`config.mk`:
```
export PLATFORM = sky130hd
export DESIGN_NAME = freq_meter
export DESIGN_NICKNAME = d
export VERILOG_FILES = /design/src/rtl/freq_meter_pkg.sv /design/src/rtl/freq_meter_edge_sync.sv /design/src/rtl/freq_meter.sv
export SDC_FILE = /design/constraint.sdc
export NUM_CORES = 1
export LEC_CHECK = 0
export CAP_MARGIN = 30
export CORE_AREA = 4 4 65 67
export DETAILED_ROUTE_END_ITERATION = 12
export DIE_AREA = 0 0 69 71
export PLACE_DENSITY = 0.73
export SETUP_SLACK_MARGIN = 0.4
export SYNTH_ARGS = -nofsm -noshare
export SYNTH_HDL_FRONTEND = slang
export SYNTH_SLANG_ARGS = --single-unit
export TNS_END_PERCENT = 1
```
`constraint.sdc`:
```
create_clock -name clk_in -period 1.5 [get_ports clk_in]
set_input_delay 0.225 -clock clk_in [delete_from_list [all_inputs] [get_ports clk_in]]
set_output_delay 0.225 -clock clk_in [all_outputs]
set_load 0.05 [all_outputs]
```
`src/rtl/freq_meter_pkg.sv`:
```
// Shared types and parameter derivations for the gated frequency meter.
package freq_meter_pkg;

   typedef enum logic [1:0] {IDLE, MEASURE, DONE} state_e;

   localparam int DEF_IN_FREQ_MHZ = 100;
   localparam int DEF_GATE_US     = 10;

   function automatic int gate_cycles(input int in_freq_mhz, input int gate_us);
      return in_freq_mhz * gate_us;
   endfunction

   // Half the gate length is the most edges a signal at clk_in/2 can produce.
   function automatic int count_w(input int in_freq_mhz, input int gate_us);
      return $clog2(gate_cycles(in_freq_mhz, gate_us) / 2 + 1);
   endfunction

endpackage

```
`src/rtl/freq_meter_edge_sync.sv`:
```
// Two-flop synchronizer followed by a registered rising-edge detector;
// a 0->1 on d_in shows up as a one-cycle rise_pulse three clocks later.
module edge_sync (
   input  logic clk_in,
   input  logic reset,
   input  logic d_in,
   output logic rise_pulse
);

   logic sync1_q;
   logic sync2_q;
   logic prev_q;
   logic pulse_q;

   always_ff @(posedge clk_in or negedge reset) begin
      if (!reset) begin
         sync1_q <= 1'b0;
         sync2_q <= 1'b0;
         prev_q  <= 1'b0;
         pulse_q <= 1'b0;
      end else begin
         sync1_q <= d_in;
         sync2_q <= sync1_q;
         prev_q  <= sync2_q;
         pulse_q <= sync2_q & ~prev_q;
      end
   end

   assign rise_pulse = pulse_q;

endmodule

```
`src/rtl/freq_meter.sv`:
```
// Gated frequency meter: counts synchronized rising edges of sig_in over a
// fixed window of clk_in cycles, single-shot or back-to-back.
module freq_meter
   import freq_meter_pkg::*;
#(
   parameter int IN_FREQ_MHZ = DEF_IN_FREQ_MHZ,
   parameter int GATE_US     = DEF_GATE_US,
   localparam int GATE_CYCLES = gate_cycles(IN_FREQ_MHZ, GATE_US),
   localparam int COUNT_W     = count_w(IN_FREQ_MHZ, GATE_US)
) (
   input  logic               clk_in,
   input  logic               reset,
   input  logic               sig_in,
   input  logic               start,
   input  logic               continuous,
   output logic               busy,
   output logic               done,
   output logic [COUNT_W-1:0] edge_count
);

   localparam int GATE_W = (GATE_CYCLES > 1) ? $clog2(GATE_CYCLES) : 1;

   state_e             state_q;
   logic [GATE_W-1:0]  gate_q;
   logic [COUNT_W-1:0] acc_q;
   logic [COUNT_W-1:0] acc_d;
   logic [COUNT_W-1:0] edge_count_q;
   logic               busy_q;
   logic               done_q;
   logic               edge_pulse;
   logic               gate_last;

   function automatic logic [COUNT_W-1:0] sat_inc(input logic [COUNT_W-1:0] v);
      return (&v) ? v : v + COUNT_W'(1);
   endfunction

   edge_sync u_edge_sync (
      .clk_in     (clk_in),
      .reset      (reset),
      .d_in       (sig_in),
      .rise_pulse (edge_pulse)
   );

   assign gate_last = (gate_q == GATE_W'(GATE_CYCLES - 1));

   // Accumulator value including this cycle's edge, so the final gate cycle counts.
   always_comb begin
      acc_d = acc_q;
      if (edge_pulse) begin
         acc_d = sat_inc(acc_q);
      end
   end

   always_ff @(posedge clk_in or negedge reset) begin
      if (!reset) begin
         state_q      <= IDLE;
         gate_q       <= '0;
         acc_q        <= '0;
         edge_count_q <= '0;
         busy_q       <= 1'b0;
         done_q       <= 1'b0;
      end else begin
         done_q <= 1'b0;
         case (state_q)
            IDLE: begin
               if (start || continuous) begin
                  state_q <= MEASURE;
                  gate_q  <= '0;
                  acc_q   <= '0;
                  busy_q  <= 1'b1;
               end
            end
            MEASURE: begin
               acc_q  <= acc_d;
               gate_q <= gate_q + GATE_W'(1);
               if (gate_last) begin
                  state_q      <= DONE;
                  busy_q       <= 1'b0;
                  done_q       <= 1'b1;
                  edge_count_q <= acc_d;
               end
            end
            DONE: begin
               // Start is deliberately not looked at here; only continuous re-arms.
               if (continuous) begin
                  state_q <= MEASURE;
                  gate_q  <= '0;
                  acc_q   <= '0;
                  busy_q  <= 1'b1;
               end else begin
                  state_q <= IDLE;
               end
            end
            default: begin
               state_q <= IDLE;
               busy_q  <= 1'b0;
            end
         endcase
      end
   end

   assign busy       = busy_q;
   assign done       = done_q;
   assign edge_count = edge_count_q;

endmodule

```
==> summary.txt, run 1 <==
Place
  • GPL Wtd Cong: 0.8836
  • Dpl hpwl: 3110 µm
  • PortBufs: 15
  • Dpl cell area: 2268 µm²

Global route
  • Gr ovfl total: 0
  • Via count of the first global-routing pass: 1782
  • Initial antenna violation count: 0
  • First-pass GRT wire length: 8735 µm
  • Gr usage total: 22.77%
  • Largest net degree at the start of global routing: 37

Setup path
  • RR Endpoint: edge_count[2]$_DFFE_PN0P_
  • Crit Path Max Fanout: 7
  • CP Launch Type: flip-flop
  • CP Capture Type: flip-flop
  • Buf/Inv on CP: 1
  • Crit path cell chain: ha_2 -> nand3b_1 -> nor4_4 -> buf_6 -> mux2_2
  • Slowest Stage Delay on Critical Path: 0.37 ns
  • Critical setup path kind: flip-flop to flip-flop
  • CP arrival: 1.79 ns
  • Crit-path slowest cell: dfrtp_1
  • Crit-path leading delay family: simple AND/OR/NAND/NOR gates
  • Crit path depth: 5
  • Reg2reg setup slack: -0.11 ns
  • Crit Reg-Reg Startpoint: gate_q[1]$_DFFE_PN0P_
  • Worst path required time: 1.68 ns
  • R2R depth: 5

Route
  • Via count: 1629
  • DRC viols: 0
  • Antenna-violating nets left: 0
  • Routed vias/inst: 5.839
  • WL met1: 2012 µm
  • Routed length on met3: 175 µm
  • Top sig layer: met4
  • Met2 Wirelength: 2964 µm
  • DR pass1 iterations: 4
  • WL per Instance: 18.68 µm
  • DR iter-0 viols: 146
  • Detailed Route WL: 5213 µm

Logic synthesis
  • Synth area leader: dfrtp_1
  • Synth Flop Type: dfrtp_1
  • Syn Nets: 181
  • Netlist cell types: 42
  • Seq/Total Area, Yosys: 50.00%
  • Post-Syn Area per Cell: 10.35 µm²
  • Yosys warns: 0
  • Async set or reset register ratio after synthesis: 100.0%
  • Synthesized instance count: 174
  • Synth Cell Area: 1802 µm²
  • EDFF count, synth: 0
  • Register bit count reported by yosys: 36
  • Most frequent cell after synthesis: dfrtp_1
  • Top-area cell type share of the netlist area: 50.00%
  • Synth cell count leaders: dfrtp_1 (36), nor2_1 (15), a21oi_1 (13), nand2_1 (13)
  • Synth top area cells: dfrtp_1 (50%), a21oi_1 (3.6%), xor2_1 (3.4%)

Timing
  • Worst Hold Slack: 0.2950 ns
  • RSZ-0062 raised after global routing: true
  • Slew HR: 77.46%
  • Setup violations, final: 9
  • Final hold violation count: 0
  • Fmax achieved: 619.9 MHz
  • Tcrit/Tclk final: 107.6%
  • Clock Skew: 0.01009 ns
  • Final worst slack: -0.1133 ns
  • Fin crit period: 1.613 ns
  • Max Slew Vio Count: 0
  • Worst Tran Pin Value: 0.3381 ns

Clocking
  • Clock Root Buffer: clkbuf_8
  • # H-tree levels: 2
  • Number of clock sinks: 36
  • Clock tree from TritonCTS: built
  • Total CTS buffers: 5
  • Max Buffers Root-to-Sink: 2
  • Skew-Pair Late Insertion Delay: 0.29 ns
  • Clk slew on worst S/H paths: 0.08 ns

Layout
  • Share of post-route cells with drive strength above 1: 51.52%
  • Final standard cell area without fillers: 2771 µm²
  • Nets: 237
  • Antenna Cells: 0
  • Synthesis-to-finish area growth: 53.82%

Pwr
  • Pwr/cell area: 1195 nW/µm²
  • Pint: 2179 µW
  • Sequential Power Share: 40.2%
  • Net Sw Power: 1134 µW
  • Clock power frac: 25.6%
  • Peak VDD IR: 0.8045 mV
  • Sw Ratio: 34.23%
  • P_leak: 0.001179 µW
  • Logic pwr share: 34.2%

Floorplanning
  • CORE AREA: 3633 µm²
  • Site Rows: 22
  • Die Ht: 71 µm
  • Initial Util: 49.59%
  • Die footprint: 4899 µm²
  • Die X-Extent: 69 µm
  • IO Count: 16

Status
  • Outcome: finished, violations left
  • Violated checks: setup timing

Job
  • Max Cap Viol: 0

Worst hold path
  • Min-delay worst type: primary input to async pin
## area by class of cell
type,instances,area (µm²)
Fill cell,233,862.1
Clock inverter,2,35.03
Sequential cell,36,904.6
Inverter,5,18.77
Tap cell,48,60.06
Timing Repair Buffer,58,558.0
Clock buffer,6,72.57
Multi-Input combinational cell,124,1122
## state kept, by name, summed over array words and instances, names as in the netlist
| name | cells |
|---|---|
| u_edge_sync.rise_pulse | 1 |
| u_edge_sync.prev_q | 1 |
| busy | 1 |
| acc_q | 9 |
| state_q | 2 |
| edge_count | 9 |
| u_edge_sync.sync1_q | 1 |
| u_edge_sync.sync2_q | 1 |
| done | 1 |
| gate_q | 10 |
## cell usage in the layout (no fill, tap or decap), types with 2 or more instances in the layout
cell type,instances
o21ai_0,2
mux2_4,5
nand2_1,10
dfrtp_2,3
nand2b_1,2
nor2_1,11
o211ai_1,3
a31oi_1,2
and3_2,3
nand3_2,3
or3_1,3
nor2_4,4
nand4_1,3
a21oi_2,3
o2bb2ai_2,2
inv_1,5
xor2_1,6
o2111ai_2,2
buf_12,3
dfrtp_1,33
a31oi_4,2
a21oi_1,10
nand3_1,4
clkbuf_8,5
mux2i_1,2
nand2_2,2
buf_6,20
buf_4,31
clkdlybuf4s50_1,4
a41oi_2,2
and4_4,2
o21ai_2,4
and3_4,3
o22ai_1,2
## metrics by stage
step	total power, µW	utilization, %	cells	TNS (ns)	setup slack, ns
after floorplan	1712	-	174	-0.2491	-0.08862
after global placement	2081	62.43	268	-1.563	-0.1527
after detailed placement	2146	62.43	268	-2.407	-0.2098
after CTS	3258	74.45	279	-0.05990	-0.02695
after global routing	3482	76.27	279	-1.721	-0.1939
final	3313	76.27	279	-0.5226	-0.1133
## what timing repair did
action,in CTS,in global routing
setup endpoints to repair,38,42
hold buffers,0,0
pin swaps,32,7
buffers inserted,3,0
resized for setup,70,17
## cell families after synthesis
family | synth area share [%]
fa+ha+maj | 1.389
flops | 50.00
simple gates | 20.90
mux | 5.278
compound gates | 15.00
xor+xnor | 3.403
buf+inv | 4.028
## how the worst max path moves through the flow
stage                                      start                        end  slack (ns)
after detailed placement                   start      gate_q[5]$_DFFE_PN0P_       -0.21
after floorplan           state_q[1]$_DFFE_PN0P_  edge_count[6]$_DFFE_PN0P_       -0.09
after global routing       gate_q[0]$_DFFE_PN0P_  edge_count[2]$_DFFE_PN0P_       -0.19
after CTS                  gate_q[0]$_DFFE_PN0P_  edge_count[5]$_DFFE_PN0P_       -0.03
final                      gate_q[1]$_DFFE_PN0P_  edge_count[2]$_DFFE_PN0P_       -0.11
after global placement                continuous      gate_q[9]$_DFFE_PN0P_       -0.15
## worst register-to-register path: stages, from the launching register on
cell and delay (ns):
dfrtp_1 0.37, ha_2 0.19, nand3b_1 0.20, nor4_4 0.21, buf_6 0.20, mux2_2 0.34
## power groups by stage
stage	logic [µW]	registers (µW)	clock network, µW
2_1_floorplan	415	1300	0
3_3_place_gp	788	1290	0
3_5_place_dp	840	1310	0
4_1_cts	1080	1320	863
5_1_grt	1220	1350	906
6_report	1130	1330	847
## routing by layer
layer	GRT usage [%]	vias up
met5	0	-
met1	23.91	835
met2	42.37	40
li1	-	748
met3	5.966	6
met4	10.41	0
(Power assumes the default switching activity.)
==> run 2, diff against run 1 <==
--- a/config.mk
+++ b/config.mk
@@ -6,11 +6,12 @@
 export NUM_CORES = 1
 export LEC_CHECK = 0
 export CAP_MARGIN = 30
-export CORE_AREA = 4 4 65 67
+export CORE_AREA = 4 4 74 59
 export DETAILED_ROUTE_END_ITERATION = 12
-export DIE_AREA = 0 0 69 71
+export DIE_AREA = 0 0 78 63
 export PLACE_DENSITY = 0.73
 export SETUP_SLACK_MARGIN = 0.4
+export SKIP_CTS_REPAIR_TIMING = 1
 export SYNTH_ARGS = -nofsm -noshare
 export SYNTH_HDL_FRONTEND = slang
 export SYNTH_SLANG_ARGS = --single-unit
==> summary.txt, run 2 (synthesis gave the netlist of run 1 again) <==
Clocking
  • # H-tree levels: 2 (unchanged)
  • Clock tree from TritonCTS: built (unchanged)
  • Clock Root Buffer: clkbuf_8 (unchanged)
  • Total CTS buffers: 5 (unchanged)
  • Max Buffers Root-to-Sink: 2 (unchanged)
  • Skew-Pair Late Insertion Delay: 0.30 ns (was 0.29 ns)
  • Clk slew on worst S/H paths: 0.08 ns (about the same)
  • Number of clock sinks: 36 (unchanged)

Route
  • Detailed Route WL: 4657 µm (was 5213 µm)
  • DR pass1 iterations: 4 (unchanged)
  • DR iter-0 viols: 180 (was 146)
  • Antenna-violating nets left: 0 (unchanged)
  • WL per Instance: 16.40 µm (was 18.68 µm)
  • Routed vias/inst: 5.651 (was 5.839)
  • Via count: 1605 (was 1629)
  • DRC viols: 0 (unchanged)

Layout
  • Reg with most FFs: gate_q (unchanged)
  • Post-layout util: 72.15% (was 76.27%)
  • Nets: 238 (was 237)
  • Max reg flops: 10 (unchanged)
  • Synthesis-to-finish area growth: 43.75% (was 53.82%)
  • Share of post-route cells with drive strength above 1: 40.52% (was 51.52%)
  • Fill cell count: 247 (was 233)
  • Commonest non-fill, non-tap cell in the layout: buf_4 (was dfrtp_1)
  • Antenna Cells: 0 (unchanged)
  • Commonest cells after routing, fill and taps aside: buf_4 (40), dfrtp_1 (35), nor2_1 (14), nand2_1 (13), buf_6 (13) (was dfrtp_1 (33), buf_4 (31), buf_6 (20), nor2_1 (11))

Pwr
  • Pint: 2111 µW (was 2179 µW)
  • Peak VDD IR: 0.9011 mV (was 0.8045 mV)
  • Sequential Power Share: 41.3% (was 40.2%)
  • Final Total Pwr: 3137 µW (was 3313 µW)
  • Pwr/cell area: 1211 nW/µm² (was 1195 nW/µm²)
  • Sw Ratio: 32.70% (was 34.23%)
  • Net Sw Power: 1026 µW (was 1134 µW)
  • Clock power frac: 26.9% (was 25.6%)
  • P_leak: 0.001148 µW (was 0.001179 µW)
  • Logic pwr share: 31.8% (was 34.2%)

Timing
  • Worst Hold Slack: 0.2957 ns (was 0.2950 ns)
  • Setup TNS: -0.08087 ns (was -0.5226 ns)
  • Final worst slack: -0.04052 ns (was -0.1133 ns)
  • Worst Tran Pin Value: 0.3402 ns (was 0.3381 ns)
  • Setup violations, final: 3 (was 9)
  • Tcrit/Tclk final: 102.7% (was 107.6%)
  • Fmax achieved: 649.1 MHz (was 619.9 MHz)
  • Fin crit period: 1.541 ns (was 1.613 ns)
  • Max Slew Vio Count: 0 (unchanged)
  • Clock Skew: 0.01239 ns (was 0.01009 ns)
  • RSZ-0062 raised after global routing: true (unchanged)
  • Slew HR: 77.15% (was 77.46%)
  • Final hold violation count: 0 (unchanged)

Setup path
  • Crit-path leading delay family: multiplexers (was simple AND/OR/NAND/NOR gates)
  • Crit-path most repeated cell: mux2_4
  • Crit-path slowest cell: dfrtp_1 (unchanged)
  • CP Capture Type: flip-flop (unchanged)
  • Buf/Inv on CP: 1 (unchanged)
  • Crit Reg-Reg Startpoint: acc_q[0]$_DFFE_PN0P_ (was gate_q[1]$_DFFE_PN0P_)
  • R2R depth: 5 (unchanged)
  • Crit path depth: 5 (unchanged)
  • CP Launch Point: acc_q[0]$_DFFE_PN0P_ (was gate_q[1]$_DFFE_PN0P_)
  • Slowest Stage Delay on Critical Path: 0.43 ns (was 0.37 ns)
  • Worst path required time: 1.67 ns (was 1.68 ns)
  • Crit path cell chain: buf_6 -> and3_4 -> nand3_1 -> mux2_4 -> mux2_4 (was ha_2 -> nand3b_1 -> nor4_4 -> buf_6 -> mux2_2)
  • Crit Path Max Fanout: 4 (was 7)
  • CP arrival: 1.71 ns (was 1.79 ns)
  • Reg2reg setup slack: -0.04 ns (was -0.11 ns)
  • CP Launch Type: flip-flop (unchanged)
  • Critical setup path kind: flip-flop to flip-flop (unchanged)

Global route
  • Largest net degree at the start of global routing: 37 (unchanged)
  • Gr ovfl total: 0 (unchanged)
  • Via count of the first global-routing pass: 1511 (was 1782)
  • First-pass GRT wire length: 7403 µm (was 8735 µm)
  • Gr usage total: 19.82% (was 22.77%)
  • Initial antenna violation count: 0 (unchanged)

Place
  • DP Worst Slack: -0.2681 ns (was -0.2098 ns)
  • PortBufs: 15 (unchanged)
  • Dpl hpwl: 3110 µm (about the same)
  • GPL Wtd Cong: 0.8898 (was 0.8836)

Floorplanning
  • Initial Util: 50.19% (was 49.59%)
  • Site Rows: 19 (was 22)
  • Die Ht: 63 µm (was 71 µm)
  • CORE AREA: 3590 µm² (was 3633 µm²)
  • IO Count: 16 (unchanged)
  • Die footprint: 4914 µm² (was 4899 µm²)
  • Die X-Extent: 78 µm (was 69 µm)

Worst hold path
  • Min-delay worst type: primary input to async pin (unchanged)

Status
  • Outcome: finished, violations left (unchanged)
  • Violated checks: setup timing (unchanged)

Job
  • Max Cap Viol: 0 (unchanged)
run 2: changes by cell type in the layout (fill, tap and decap cells not counted), moves of 4 or more:
cell    previous run  this run
and3_1             1         5
buf_4             31        40
buf_6             20        13
nor2_4             4         0
run 2: worst paths after layout:
kind                                                  to
setup / recovery               edge_count[7]$_DFFE_PN0P_
min in group clk_in        u_edge_sync.sync2_q$_DFF_PN0_
max in group asynchronous         state_q[0]$_DFFE_PN0P_
hold / removal                      acc_q[7]$_DFFE_PN0P_
hold reg to reg            u_edge_sync.sync2_q$_DFF_PN0_
setup reg to reg               edge_count[7]$_DFFE_PN0P_
run 2: final cells by class:
cell class / count / area [µm²] / share of cell area (%)
multi-input cells: 124 / 969.7 / 37.44
clock buffers: 6 / 72.57 / 2.802
flip-flops and latches: 36 / 902.1 / 34.83
inverters: 5 / 18.77 / 0.7246
clock inverters: 2 / 35.03 / 1.353
repair buffers: 59 / 526.8 / 20.34
well taps: 52 / 65.06 / 2.512
run 2: layer usage:
metal | wire length (µm) | vias up | global-route usage, %
met5 | 0 | - | 0
met4 | 57 | 0 | 7.860
met3 | 306 | 9 | 6.340
met2 | 2143 | 57 | 28.42
met1 | 2150 | 789 | 27.66
li1 | - | 750 | -
run 2: metrics by stage:
stage          instances  cell area, µm²
4_1_cts              282            2384
5_1_grt              284            2590
2_1_floorplan        174            1802
6_report             284            2590
3_3_place_gp         274            2276
3_5_place_dp         274            2276
run 2: power by group through the flow:
stage / Clock (µW) / Combinational [µW] / Sequential (µW)
after floorplan: 0 / 415 / 1300
after global placement: 0 / 797 / 1280
after detailed placement: 0 / 835 / 1290
after CTS: 868 / 839 / 1270
after global routing: 925 / 1100 / 1320
final: 844 / 998 / 1290
==> run 3, diff against run 2 <==
--- a/config.mk
+++ b/config.mk
@@ -12,6 +12,7 @@
 export PLACE_DENSITY = 0.73
 export SETUP_SLACK_MARGIN = 0.4
 export SKIP_CTS_REPAIR_TIMING = 1
+export SLEW_MARGIN = 20
 export SYNTH_ARGS = -nofsm -noshare
 export SYNTH_HDL_FRONTEND = slang
 export SYNTH_SLANG_ARGS = --single-unit
==> results of run 3 <==
Same layout as run 2: the final DEF is identical, and so are final timing and power.
